### src/rtl/mem_arbiter.sv
// mem_arbiter: shares one memory port between an instruction-fetch requester
// and a data requester. One access at a time, round-robin on ties, with a
// per-access timeout that aborts an access the memory never acknowledges.
//
// Ports
//   clk, rst                  clock, synchronous active-high reset
//   i_req, i_addr             fetch request / byte address
//   i_ack, i_err, i_rdata     fetch done / aborted pulse, fetched word
//   d_req, d_we, d_addr,
//   d_wdata, d_wstrb          data request and command
//   d_ack, d_err, d_rdata     data done / aborted pulse, load data
//   m_req, m_we, m_addr,
//   m_wdata, m_wstrb          shared memory command (registered)
//   m_ack, m_rdata            memory completion pulse and read data
module mem_arbiter #(
    parameter int unsigned TIMEOUT = 15
) (
    input  logic        clk,
    input  logic        rst,
    input  logic        i_req,
    input  logic [31:0] i_addr,
    output logic        i_ack,
    output logic [31:0] i_rdata,
    output logic        i_err,
    input  logic        d_req,
    input  logic        d_we,
    input  logic [31:0] d_addr,
    input  logic [31:0] d_wdata,
    input  logic [3:0]  d_wstrb,
    output logic        d_ack,
    output logic [31:0] d_rdata,
    output logic        d_err,
    output logic        m_req,
    output logic        m_we,
    output logic [31:0] m_addr,
    output logic [31:0] m_wdata,
    output logic [3:0]  m_wstrb,
    input  logic        m_ack,
    input  logic [31:0] m_rdata
);

    localparam int unsigned CNT_W  = 8;
    localparam int unsigned DATA_W = 32;
    localparam int unsigned STRB_W = 4;

    typedef enum logic [1:0] {
        IDLE = 2'd0,
        BUSY = 2'd1,
        RESP = 2'd2
    } state_t;

    state_t             state, state_n;
    logic               gnt, gnt_n;
    logic               last_d, last_d_n;
    logic [CNT_W-1:0]   cnt, cnt_n;
    logic               m_req_n, m_we_n;
    logic [DATA_W-1:0]  m_addr_n, m_wdata_n;
    logic [STRB_W-1:0]  m_wstrb_n;
    logic               i_ack_n, i_err_n, d_ack_n, d_err_n;
    logic [DATA_W-1:0]  i_rdata_n, d_rdata_n;
    logic               sel_d;
    logic               done;
    logic               rsp_ok;
    logic [DATA_W-1:0]  rsp_data;

    // Next-state, grant and registered-output computation
    always_comb begin
        state_n   = state;
        gnt_n     = gnt;
        last_d_n  = last_d;
        cnt_n     = cnt;
        m_req_n   = m_req;
        m_we_n    = m_we;
        m_addr_n  = m_addr;
        m_wdata_n = m_wdata;
        m_wstrb_n = m_wstrb;
        i_ack_n   = 1'b0;
        i_err_n   = 1'b0;
        d_ack_n   = 1'b0;
        d_err_n   = 1'b0;
        i_rdata_n = i_rdata;
        d_rdata_n = d_rdata;
        sel_d     = gnt;
        done      = 1'b0;
        rsp_ok    = 1'b0;
        rsp_data  = '0;

        unique case (state)
            IDLE: begin
                if (i_req || d_req) begin
                    // On a tie, serve whoever was not served last
                    sel_d   = d_req && (!i_req || !last_d);
                    gnt_n   = sel_d;
                    cnt_n   = '0;
                    m_req_n = 1'b1;
                    state_n = BUSY;
                end
            end
            BUSY: begin
                // An ack in the final allowed cycle still counts as success
                if (m_ack) begin
                    done     = 1'b1;
                    rsp_ok   = 1'b1;
                    rsp_data = m_rdata;
                end else if (cnt == CNT_W'(TIMEOUT - 1)) begin
                    done = 1'b1;
                end else begin
                    cnt_n = cnt + 1'b1;
                end
                if (done) begin
                    state_n  = RESP;
                    m_req_n  = 1'b0;
                    last_d_n = gnt;
                    if (gnt) begin
                        d_ack_n   = rsp_ok;
                        d_err_n   = !rsp_ok;
                        d_rdata_n = rsp_data;
                    end else begin
                        i_ack_n   = rsp_ok;
                        i_err_n   = !rsp_ok;
                        i_rdata_n = rsp_data;
                    end
                end
            end
            RESP: begin
                state_n = IDLE;
            end
            default: begin
                state_n = IDLE;
            end
        endcase

        // Memory command tracks the requester holding the grant while busy
        if (state_n == BUSY) begin
            m_addr_n  = sel_d ? d_addr : i_addr;
            m_we_n    = sel_d ? d_we : 1'b0;
            m_wdata_n = sel_d ? d_wdata : '0;
            m_wstrb_n = sel_d ? d_wstrb : '0;
        end
    end

    // State and output registers
    always_ff @(posedge clk) begin
        if (rst) begin
            state   <= IDLE;
            gnt     <= 1'b0;
            last_d  <= 1'b1;
            cnt     <= '0;
            m_req   <= 1'b0;
            m_we    <= 1'b0;
            m_addr  <= '0;
            m_wdata <= '0;
            m_wstrb <= '0;
            i_ack   <= 1'b0;
            i_err   <= 1'b0;
            d_ack   <= 1'b0;
            d_err   <= 1'b0;
            i_rdata <= '0;
            d_rdata <= '0;
        end else begin
            state   <= state_n;
            gnt     <= gnt_n;
            last_d  <= last_d_n;
            cnt     <= cnt_n;
            m_req   <= m_req_n;
            m_we    <= m_we_n;
            m_addr  <= m_addr_n;
            m_wdata <= m_wdata_n;
            m_wstrb <= m_wstrb_n;
            i_ack   <= i_ack_n;
            i_err   <= i_err_n;
            d_ack   <= d_ack_n;
            d_err   <= d_err_n;
            i_rdata <= i_rdata_n;
            d_rdata <= d_rdata_n;
        end
    end

endmodule

### config.mk
export PLATFORM = sky130hd
export DESIGN_NAME = mem_arbiter
export DESIGN_NICKNAME = d
export VERILOG_FILES = /design/src/rtl/mem_arbiter.sv
export SDC_FILE = /design/constraint.sdc
export NUM_CORES = 1
export LEC_CHECK = 0
export CAP_MARGIN = 20
export CORE_MARGIN = 4
export CORE_UTILIZATION = 39
export CTS_BUF_LIST = sky130_fd_sc_hd__clkbuf_8
export DETAILED_ROUTE_END_ITERATION = 12
export PLACE_DENSITY = 0.86
export SLEW_MARGIN = 20
export SYNTH_ARGS = -nofsm -noshare
export SYNTH_HDL_FRONTEND = slang
export SYNTH_SLANG_ARGS = --single-unit
### constraint.sdc
create_clock -name clk -period 4.72 [get_ports clk]
set_clock_uncertainty 0.1 [all_clocks]
set_input_delay 0.944 -clock clk [delete_from_list [all_inputs] [get_ports clk]]
set_output_delay 0.944 -clock clk [all_outputs]
set_load 0.02 [all_outputs]
== Word-level counts from Yosys, hierarchy flattened ==
Cells that the tools add are included.

* Register bits after elaboration: 150
* Output and inout bits: 138
* Memory bits (writable): 0
* Input bits: 138
* ROM bits: 0
* Memories kept: 0
* Word-level logic and storage cells: 63
* Bits in latches: 0

* Divide/modulo/power cells: 0
* Reductions and logical operators: 15
* Eq/ne operators: 7
* Mux-type cells: 22
* Magnitude comparators: 0
* $add $sub $neg: 1
* Shifts and indexed selects: 0
* Bitwise logic cells: 3
* $mul: 0

{| class="wikitable"
|+ Operators with widths
! kind !! count
|-
| 2-to-1 mux 32 bit || 3
|-
| 2-to-1 mux 8 bit || 3
|-
| case mux 8 bit (2 select lines) || 1
|-
| 2-to-1 mux 1 bit || 10
|-
| AND reduction 3 bit || 3
|-
| adder 8 x 1 -> 8 bit (second input constant) || 1
|-
| == test 8 x 4 -> 1 bit (second input constant) || 1
|-
| != test 2 bit (second input constant) || 4
|-
| OR reduction 4 bit || 2
|-
| == test 2 x 1 -> 1 bit (second input constant) || 2
|-
| 2-to-1 mux 2 bit || 2
|-
| 2-to-1 mux 4 bit || 1
|-
| case mux 2 bit (2 select lines) || 1
|-
| AND reduction 4 bit || 1
|-
| logical NOT 1 bit || 3
|-
| inverter 1 bit || 3
|-
| logical NOT 2 bit || 1
|-
| logical OR 1 bit || 2
|-
| case mux 1 bit (2 select lines) || 1
|-
| AND reduction 2 bit || 1
|-
| nonzero test 2 bit || 1
|-
| logical AND 1 bit || 1
|}

== Depth between registers and ports, before layout ==
Gate-level depths: netlist (run 1).

* Depth after elaboration: 7
* Gate-level depth with buffers: 8
* Depth with buffers taken out: 6

== Worst setup path before layout (run 1) ==
OpenSTA, ideal clock, no wires.

* Path type: input -> register
* From: in m_ack
* To: reg m_wdata[10]
* Arrival: 2.346 ns
* Slack: 2.215 ns
* Buffers on the path: 2
* Setup time: 0.059 ns
* Stages: 6
* Path through: clkbuf_1 -> nor3b_1 -> o21ai_1 -> a211oi_2 -> buf_2 -> a22o_1

* Longest elaborated chain between the ends: 5

{| class="wikitable"
|+ Ends and longest elaborated chain
! what !! line !! text
|-
| start, declared || 38 || <nowiki>input logic m_ack,</nowiki>
|-
| 2-to-1 mux 1 bit || 101 || <nowiki>if (m_ack) begin</nowiki>
|-
| 2-to-1 mux 1 bit || 88 || <nowiki>unique case (state)</nowiki>
|-
| 2-to-1 mux 2 bit || 110 || <nowiki>if (done) begin</nowiki>
|-
| case mux 2 bit (2 select lines) || 88 ||
|-
| == test 2 x 1 -> 1 bit || 134 || <nowiki>if (state_n == BUSY) begin</nowiki>
|-
| end signal, assigned || 168 || <nowiki>m_wdata <= m_wdata_n;</nowiki>
|-
| end, declared || 36 || <nowiki>output logic [31:0] m_wdata,</nowiki>
|}

No other way between the ends. The select of a mux whose other input is x is not followed.
A chain may end at the register's enable or synchronous reset.

== Worst setup path in the final report (run 1) ==
* From: in m_ack
* To: reg i_rdata[20]

* Longest elaborated chain between the ends: 3
* Elaborated cells between the ends (all ways): 4
* Those cells by class: 3 x mux; 1 x reduce/logical

{| class="wikitable"
|+ Ends and longest elaborated chain
! what !! line !! text
|-
| 2-to-1 mux 1 bit || 101 ||
|-
| 2-to-1 mux 1 bit || 88 ||
|-
| AND reduction 3 bit (no line) || n/a ||
|-
| end signal, assigned || 174 || <nowiki>i_rdata <= i_rdata_n;</nowiki>
|-
| end, declared || 23 || <nowiki>output logic [31:0] i_rdata,</nowiki>
|}

Parallel ways exist; a longest one is shown, timed or not. The select of a mux whose other input is x is not followed.

==> results.json, run 1 <==
{
  "die_x_um": 130,
  "cts_tree": "done",
  "vias": 5343,
  "syn_to_final_growth_pct": 56.0,
  "r2r-start": "cnt[0]",
  "slowest_stage": "or3_2",
  "track_usage_pct": 19.4,
  "period_needed_ns": 3.07,
  "fin_ws_ns": 1.65,
  "yosysSeqAreaShare_pct": 51.9,
  "slowest_delay_ns": 0.92,
  "routed_wl_um": 17400,
  "ir_drop_v": 0.000271,
  "synthAdderAreaFrac_pct": 0.432,
  "ios": 276,
  "worst-path-buf-inv": 2,
  "max_clock_freq_mhz": 326,
  "period_share_pct": 64.9,
  "yosys_warnings": 0,
  "io_buffers": 275,
  "synth_xor_xnor_area_share_pct": 0,
  "setup_viol": 0,
  "synth_top_family_by_area": "simple AND/OR/NAND/NOR gates",
  "cp_cell_sequence": "clkdlybuf4s50_1, buf_4, o21ba_1, or3_2, mux2i_1",
  "cts-hold-fix-buffers": 0,
  "clk_pin_slew_worst_paths_ns": 0.08,
  "synthMuxAreaShare_pct": 11.8,
  "cts_setup_buffers": 0,
  "hold_path_class": "flop to flop",
  "antenna_found_initial": 0,
  "ctsResizeCount": 0,
  "synth_cell_types": 38,
  "wl_per_cell_um": 16.6,
  "synthesis.area_mm2": 0.00579,
  "outcome": "finished clean",
  "synth-compound-area-share_pct": 13.3,
  "leakage_nw": 3.68,
  "synthCells": 601,
  "clk_latency_ns": 0.44,
  "crit_fanout": 36,
  "drc": 0,
  "final_antenna_net_count": 0,
  "dieArea_mm2": 0.0169,
  "grt_pass1_vias": 5052,
  "grt_overflow": 0,
  "final_nets": 993,
  "tns_ns": 0,
  "async_flop_share_pct": 0,
  "place.gp.congestion": 0.773,
  "relSlewSlack_pct": 29.7,
  "p_per_area_mw_per_mm2": 335,
  "cp_data_required_time_ns": 4.91,
  "dp_cells": 1018,
  "viasPerCell": 5.09,
  "cts_buffers": 17,
  "synth_ff_type": "dfxtp_1",
  "finalMaxSlewViolations": 0,
  "yosys.area_share.simple_pct": 17.8,
  "clock_sinks": 150,
  "avgSynthCellArea_um2": 9.63,
  "clockRootBuffer": "clkbuf_8",
  "grt_max_degree": 67,
  "cts_max_path_buffers": 2,
  "initial_utilization_pct": 39.8,
  "ys_ff_latch": 150,
  "synth_edf_count": 0,
  "total_power_mw": 3.02,
  "drive_above_1_share_pct": 6.12,
  "die_h_um": 130,
  "dp_hpwl_um": 12200,
  "hold_ws_ns": 0.359,
  "rsz0062_at_grt": "no",
  "fp-row-count": 44,
  "num_antenna_cells": 0,
  "synth_nets": 741,
  "critPathLaunch": "m_ack",
  "start_kind": "input port",
  "endpoint_kind": "flop",
  "arrival_ns": 3.25,
  "dr.pass1.iters": 5,
  "cts.htree.levels": 4,
  "pre_cts_ws_ns": 1.22,
  "drt_iter0_drc": 385,
  "grt_first_pass_wirelength_um": 25800,
  "min_from": "d_rdata[31]",
  "worstSetupPathType": "input port to flop",
  "finalHoldViolations": 0,
  "core_area_mm2": 0.0145,
  "tightest_slew_ns": 1.06,
  "path_delay_family": "simple AND/OR/NAND/NOR gates",
  "maxCapViolations": 0,
  "stdcell_count": 1050
}
cells in the mapped netlist (all sizes together) (2+ instances only):
| master | instances | area share (%) |
|---|---|---|
| a21oi | 6 | 0.52 |
| a22o | 38 | 5.8 |
| a311oi | 32 | 4.8 |
| and2 | 2 | 0.22 |
| buf | 19 | 2.4 |
| clkbuf | 33 | 2.1 |
| dfxtp | 150 | 52 |
| ha | 2 | 0.43 |
| inv | 5 | 0.32 |
| mux2i | 68 | 12 |
| nand2 | 138 | 8.9 |
| nand2b | 6 | 0.65 |
| nand3 | 36 | 3.1 |
| nand4 | 2 | 0.22 |
| nor2 | 6 | 0.39 |
| nor3 | 36 | 3.3 |
| o2111ai | 3 | 0.45 |
| o21ai | 4 | 0.35 |
| or3 | 2 | 0.30 |
| or3b | 2 | 0.30 |
per-layer routing:
metal  up-vias  wire length [um]  GRT usage, %
li1       2637                 -             -
met1      2481              6910          21.9
met2       207              8920          34.3
met3        18              1330          6.55
met4         0               234          6.48
met5         -                 0             0
worst register-to-register path, stage by stage (launching register included):
cell and delay, ns:
dfxtp_1 0.42, inv_1 0.09, ha_1 0.21, nand4b_1 0.16
o21a_1 0.72, buf_4 0.39, nor3_1 0.09, a311oi_1 0.29
layout make-up:
| type | instances | area (um2) |
|---|---|---|
| fill | 1239 | 5510 |
| sequential | 150 | 3000 |
| timing repair buffer | 285 | 2820 |
| multi-input combinational | 394 | 2520 |
| clock buffer | 17 | 234 |
| tap | 184 | 230 |
| clock inverter | 15 | 203 |
| inverter | 5 | 18.8 |
metrics by stage:
| stage | utilization (%) | instance area (um2) |
|---|---|---|
| finish | 62.1 | 9030 |
| global route | 62.1 | 9030 |
| CTS | 62.1 | 9020 |
| detailed placement | 59.1 | 8590 |
| global placement | 59.1 | 8590 |
| floorplan | - | 5790 |
report_power, final:
part / internal [mW] / switching (mW)
logic: 0.285 / 0.291
registers: 1.33 / 0.0357
clock network: 0.580 / 0.499
sequential cells by signal (all words and copies together) (netlist names):
| signal | cells |
|---|---|
| i_rdata | 32 |
| gnt | 1 |
| m_we | 1 |
| d_rdata | 32 |
| d_err | 1 |
| m_wstrb | 4 |
| m_addr | 32 |
| cnt | 8 |
| m_req | 1 |
| i_ack | 1 |
| m_wdata | 32 |
| state | 2 |
| d_ack | 1 |
| last_d | 1 |
| i_err | 1 |
final timing paths:
kind / end / cells past startpoint / slack, ns
min reg2reg: d_rdata[31] / 2 / 0.36
max reg2reg: m_addr[29] / 7 / 2.17
min: d_rdata[31] / 2 / 0.36
max: i_rdata[20] / 5 / 1.65
cells in the final DEF (no fill, tap or decap), drive strengths merged, types with 3 or more instances in the layout:
cell type and n:
clkdlybuf4s50 274, dfxtp 150, nand2 138, mux2i 68, a22o 38, nand3 36
nor3 36, a311oi 32, clkbuf 17, buf 11, inv 8, nand2b 6
nor2 6, a21oi 6, clkinv 6, bufinv 4, o21ai 4, o2111ai 3
cell families (layout without fill, tap and decap cells):
logic type      Yosys count  in the layout
compound gates           91             91
flops                   150            150
fa+ha+maj                 2              2
simple gates            233            233
mux                      68             68
buf+inv                  57            322
No activity file was read; power rests on OpenSTA's default activity.
==> run 2, diff against run 1 <==
==> constraint.sdc (replaced) <==
create_clock -name clk -period 3.17 [get_ports clk]
set_clock_uncertainty 0.1 [all_clocks]
set_input_delay 0.634 -clock clk [delete_from_list [all_inputs] [get_ports clk]]
set_output_delay 0.634 -clock clk [all_outputs]
set_load 0.02 [all_outputs]
==> run 2 against run 1 <==
  * Register-to-register slack worse by 1.3 ns
  * Final area about the same
  * Routed wire length down 1.1%
  * Non-clock buffer count increased by 4
==> results.json, run 2 (synthesis gave the netlist of run 1 again) <==
{
  "outcome": "finished clean",
  "grt_max_degree": 42,
  "cts.htree.levels": 4,
  "clk_latency_ns": 0.43,
  "arrival_ns": 2.53,
  "relSlewSlack_pct": 50.5,
  "maxCapViolations": 0,
  "cts_tree": "done",
  "final_antenna_net_count": 0,
  "period_needed_ns": 2.31,
  "min_from": "i_rdata[2]",
  "viasPerCell": 5.06,
  "grt_pass1_vias": 5172,
  "min_to": "i_rdata[2]",
  "setup_viol": 0,
  "die_h_um": 130,
  "final_common_cell": "clkdlybuf4s50_1",
  "endpoint_kind": "flop",
  "cts_max_path_buffers": 2,
  "slowest_stage": "clkdlybuf4s50_1",
  "clkPwrFrac_pct": 32.5,
  "r2r-start": "cnt[1]",
  "wl_per_cell_um": 16.3,
  "syn_to_final_growth_pct": 55.9,
  "worst-r2r-cell-count": 6,
  "total_power_mw": 4.30,
  "track_usage_pct": 19.4,
  "p_int_mw": 3.13,
  "vias": 5324,
  "dieArea_mm2": 0.0169,
  "clk_pin_slew_worst_paths_ns": 0.07,
  "leakage_nw": 3.69,
  "cts-hold-fix-buffers": 0,
  "fp-row-count": 44,
  "tightest_slew_ns": 0.742,
  "cp_num_cells": 6,
  "grt_first_pass_wirelength_um": 26000,
  "timing.rr.end": "d_rdata[29]",
  "cts_setup_buffers": 0,
  "antenna_found_initial": 0,
  "crit_fanout": 37,
  "tns_ns": 0,
  "cts_buffers": 17,
  "swShare_pct": 27.2,
  "p_per_area_mw_per_mm2": 476,
  "drc": 0,
  "worst-path-buf-inv": 2,
  "finalMaxSlewViolations": 0,
  "finalHoldViolations": 0,
  "start_kind": "input port",
  "worstSetupPathType": "input port to flop",
  "place.gp.congestion": 0.800,
  "final_cell_mix": "clkdlybuf4s50_1, dfxtp_1, nand2_1",
  "hold_path_class": "flop to flop",
  "ir_drop_v": 0.000271,
  "hold_path_depth": 2,
  "fin_ws_ns": 0.864,
  "cp_cell_sequence": "clkdlybuf4s50_1, or3b_2, a22oi_2, a211oi_4, buf_4, a22o_1",
  "ios": 276,
  "rsz0062_at_grt": "no",
  "initial_utilization_pct": 39.8,
  "ctsResizeCount": 0,
  "dp_hpwl_um": 12400,
  "sequentialPowerShare_pct": 47.4,
  "reg2reg_slack_ns": 0.89,
  "dr.pass1.iters": 4,
  "clockRootBuffer": "clkbuf_8",
  "core_area_mm2": 0.0145,
  "max_clock_freq_mhz": 434,
  "num_antenna_cells": 0,
  "cp_data_required_time_ns": 3.39,
  "drive_above_1_share_pct": 6.44,
  "clock_sinks": 150,
  "path_delay_family": "buffers and inverters",
  "io_buffers": 275,
  "period_share_pct": 72.8,
  "pre_cts_ws_ns": 0.146,
  "slowest_delay_ns": 0.49,
  "routed_wl_um": 17200,
  "final_nets": 997,
  "grt_overflow": 0,
  "die_x_um": 130,
  "power.switching_mw": 1.17,
  "power.share.combinational_pct": 20.2,
  "drt_iter0_drc": 380
}
==> run 2: cell count changes in the layout (fill, tap and decap cells not counted), sizes merged <==
cell	change
inv	-3
clkbuf	+5
bufinv	-3
buf	+4
==> run 2: worst max-delay path by stage <==
stage           start           to  slack (ns)
6_report        i_req  m_wdata[21]        0.86
5_1_grt        cnt[1]  i_rdata[19]        0.78
4_1_cts         d_req   m_addr[11]        0.62
3_5_place_dp    d_req   m_addr[11]        0.15
3_3_place_gp    d_req   m_addr[28]        0.26
2_1_floorplan   m_ack  m_wdata[10]        0.97
==> run 2: layer usage <==
metal / track usage (%) / up-vias / share of wire (%)
met5: 0 / - / 0
met4: 8.56 / 0 / 2.9
met3: 5.77 / 30 / 7.0
met2: 32.9 / 183 / 49
met1: 22.7 / 2467 / 41
li1: - / 2644 / -
==> run 2: power groups by stage <==
stage | Clock (mW) | Sequential [mW] | Combinational [mW]
4_1_cts | 1.43 | 2.04 | 0.871
3_3_place_gp | 0 | 2.07 | 0.860
5_1_grt | 1.52 | 2.05 | 0.926
3_5_place_dp | 0 | 2.08 | 0.867
2_1_floorplan | 0 | 2.19 | 0.310
6_report | 1.40 | 2.04 | 0.867
==> run 2: cell type report <==
| cell class | instances | area [um2] |
|---|---|---|
| fillers | 1231 | 5510 |
| flip-flops and latches | 150 | 3000 |
| repair buffers | 289 | 2880 |
| multi-input cells | 394 | 2510 |
| clock buffers | 22 | 303 |
| well taps | 184 | 230 |
| clock inverters | 9 | 75.1 |
| inverters | 5 | 18.8 |
==> run 2: per-stage QoR <==
step                      hold slack [ns]  std cells  util [%]  cell area (um2)
after detailed placement            0.352       1022      59.5             8640
after floorplan                     0.355        601         -             5790
final                               0.359       1053      62.1             9020
after CTS                           0.363       1053      62.1             9020
after global placement              0.345       1022      59.5             8640
after global routing                0.378       1053      62.1             9020
==> run 2: worst register-to-register path: cells and delay by family, from the launching register on <==
kind | cells | cell delay, ns
flip-flops | 1 | 0.41
AO/OA/AOI/OAI | 1 | 0.26
AND/OR/NAND/NOR | 2 | 0.63
multiplexers | 1 | 0.23
buffers and inverters | 1 | 0.33
adder cells (fa/ha/maj) | 1 | 0.18
==> run 3, diff against run 2 <==
==> constraint.sdc (replaced) <==
create_clock -name clk -period 2.2 [get_ports clk]
set_clock_uncertainty 0.1 [all_clocks]
set_input_delay 0.44 -clock clk [delete_from_list [all_inputs] [get_ports clk]]
set_output_delay 0.44 -clock clk [all_outputs]
set_load 0.02 [all_outputs]
==> run 3 against run 2 <==
  * Global-route usage is 0.19 points lower
  * Cell count is 2.0% higher
  * Utilization is 2.0 points higher
  * Routed wire length hardly changed
  * Sequential share of layout area is 1.0 points lower
  * Non-clock buffer count is 20 higher
  * Die area stayed put
  * Final area is 3.2% higher
  * Hold slack worse by 0.17 ns
  * Critical path type is now flop to flop
==> results.json, run 3 (synthesis gave the netlist of run 1 again) <==
{
  "num_antenna_cells": 0,
  "track_usage_pct": 19.2,
  "ios": 276,
  "p_per_area_mw_per_mm2": 673,
  "grt_max_degree": 99,
  "total_power_mw": 6.27,
  "io_buffers": 275,
  "die_x_um": 130,
  "cts-hold-fix-buffers": 0,
  "start_kind": "flop",
  "die_h_um": 130,
  "tightest_slew_ns": 0.399,
  "endpoint_kind": "flop",
  "dp_cells": 1041,
  "finalMaxSlewViolations": 0,
  "setup_viol": 0,
  "top_layer": "met4",
  "clock_sinks": 150,
  "cts.htree.levels": 4,
  "drt_iter0_drc": 303,
  "period_needed_ns": 2.12,
  "final_nets": 1017,
  "initial_utilization_pct": 39.8,
  "crit_fanout": 25,
  "drc": 0,
  "clk_latency_ns": 0.43,
  "wl_per_cell_um": 16.0,
  "grt_overflow": 0,
  "finalHoldViolations": 0,
  "wl_met1_um": 6930,
  "place.gp.congestion": 0.757,
  "antenna_found_initial": 0,
  "fin_ws_ns": 0.0845,
  "cts_buffers": 17,
  "clockRootBuffer": "clkbuf_8",
  "ir_drop_v": 0.000335,
  "core_area_mm2": 0.0145,
  "cts_tree": "done",
  "cts_setup_buffers": 0,
  "final_antenna_net_count": 0,
  "dr.pass1.iters": 4,
  "dr_wl_met3_um": 1110,
  "arrival_ns": 2.34,
  "outcome": "finished clean",
  "dr_wl_met2_um": 8650,
  "dieArea_mm2": 0.0169,
  "clk_pin_slew_worst_paths_ns": 0.08,
  "final_cell_mix": "clkdlybuf4s50_1, dfxtp_1, nand2_1",
  "period_share_pct": 96.2,
  "hold_path_class": "input port to flop",
  "dp_hpwl_um": 12700,
  "worstSetupPathType": "flop to flop",
  "fillers": 1159,
  "leakage_nw": 3.82,
  "cts_max_path_buffers": 2,
  "drive_above_1_share_pct": 8.65,
  "stdcell_count": 1074,
  "grt_pass1_vias": 5375,
  "routed_wl_um": 17200,
  "final_area_mm2": 0.00931,
  "ctsResizeCount": 0,
  "cp_data_required_time_ns": 2.42,
  "viasPerCell": 5.07,
  "syn_to_final_growth_pct": 60.8,
  "relSlewSlack_pct": 73.3,
  "vias": 5443,
  "max_clock_freq_mhz": 473,
  "place_area_mm2": 0.00890,
  "fp-row-count": 44,
  "grt_first_pass_wirelength_um": 26100,
  "maxCapViolations": 0,
  "final_common_cell": "clkdlybuf4s50_1",
  "pre_cts_ws_ns": -0.354
}
[run 3: worst paths after layout]
path                             startpoint     endpoint  slack [ns]  cells after the start
worst max-delay path                 cnt[0]  i_rdata[16]        0.08                      7
worst min-delay path                    rst          gnt        0.19                      2
worst max register to register       cnt[0]  i_rdata[16]        0.08                      7
worst min register to register  d_rdata[27]  d_rdata[27]        0.36                      2
[run 3: per-layer routing]
metal,global-route usage [%],up-vias
met5,0,-
li1,-,2683
met4,8.99,0
met2,33.8,177
met1,21.9,2548
met3,4.87,35
[run 3: area by class of cell]
cell class	count	area [um2]	share of cell area [%]
multi-input cells	394	2520	27.1
well taps	184	230	2.47
flip-flops and latches	150	3000	32.3
clock buffers	20	275	2.96
clock inverters	12	104	1.12
inverters	5	18.8	0.202
repair buffers	309	3160	33.9
[run 3: worst max-delay path, stage by stage, from the launching register on]
cell      delay [ns]
dfxtp_1         0.35
inv_1           0.09
ha_1            0.14
nand4b_1        0.16
o21ba_2         0.26
or3_2           0.50
buf_12          0.20
mux2i_2         0.17
[run 3: report_power, final]
group / switching, mW / internal (mW)
Sequential: 0.0764 / 2.86
Combinational: 0.633 / 0.701
Clock: 1.02 / 0.978
[run 3: metrics by stage]
stage	util, %	TNS [ns]	hold slack, ns
6_report	64.0	0	0.188
5_1_grt	64.0	-0.0123	0.181
4_1_cts	63.8	0	0.164
3_5_place_dp	61.2	-22.73	0.351
3_3_place_gp	61.2	-19.33	0.344
2_1_floorplan	-	0	0.355
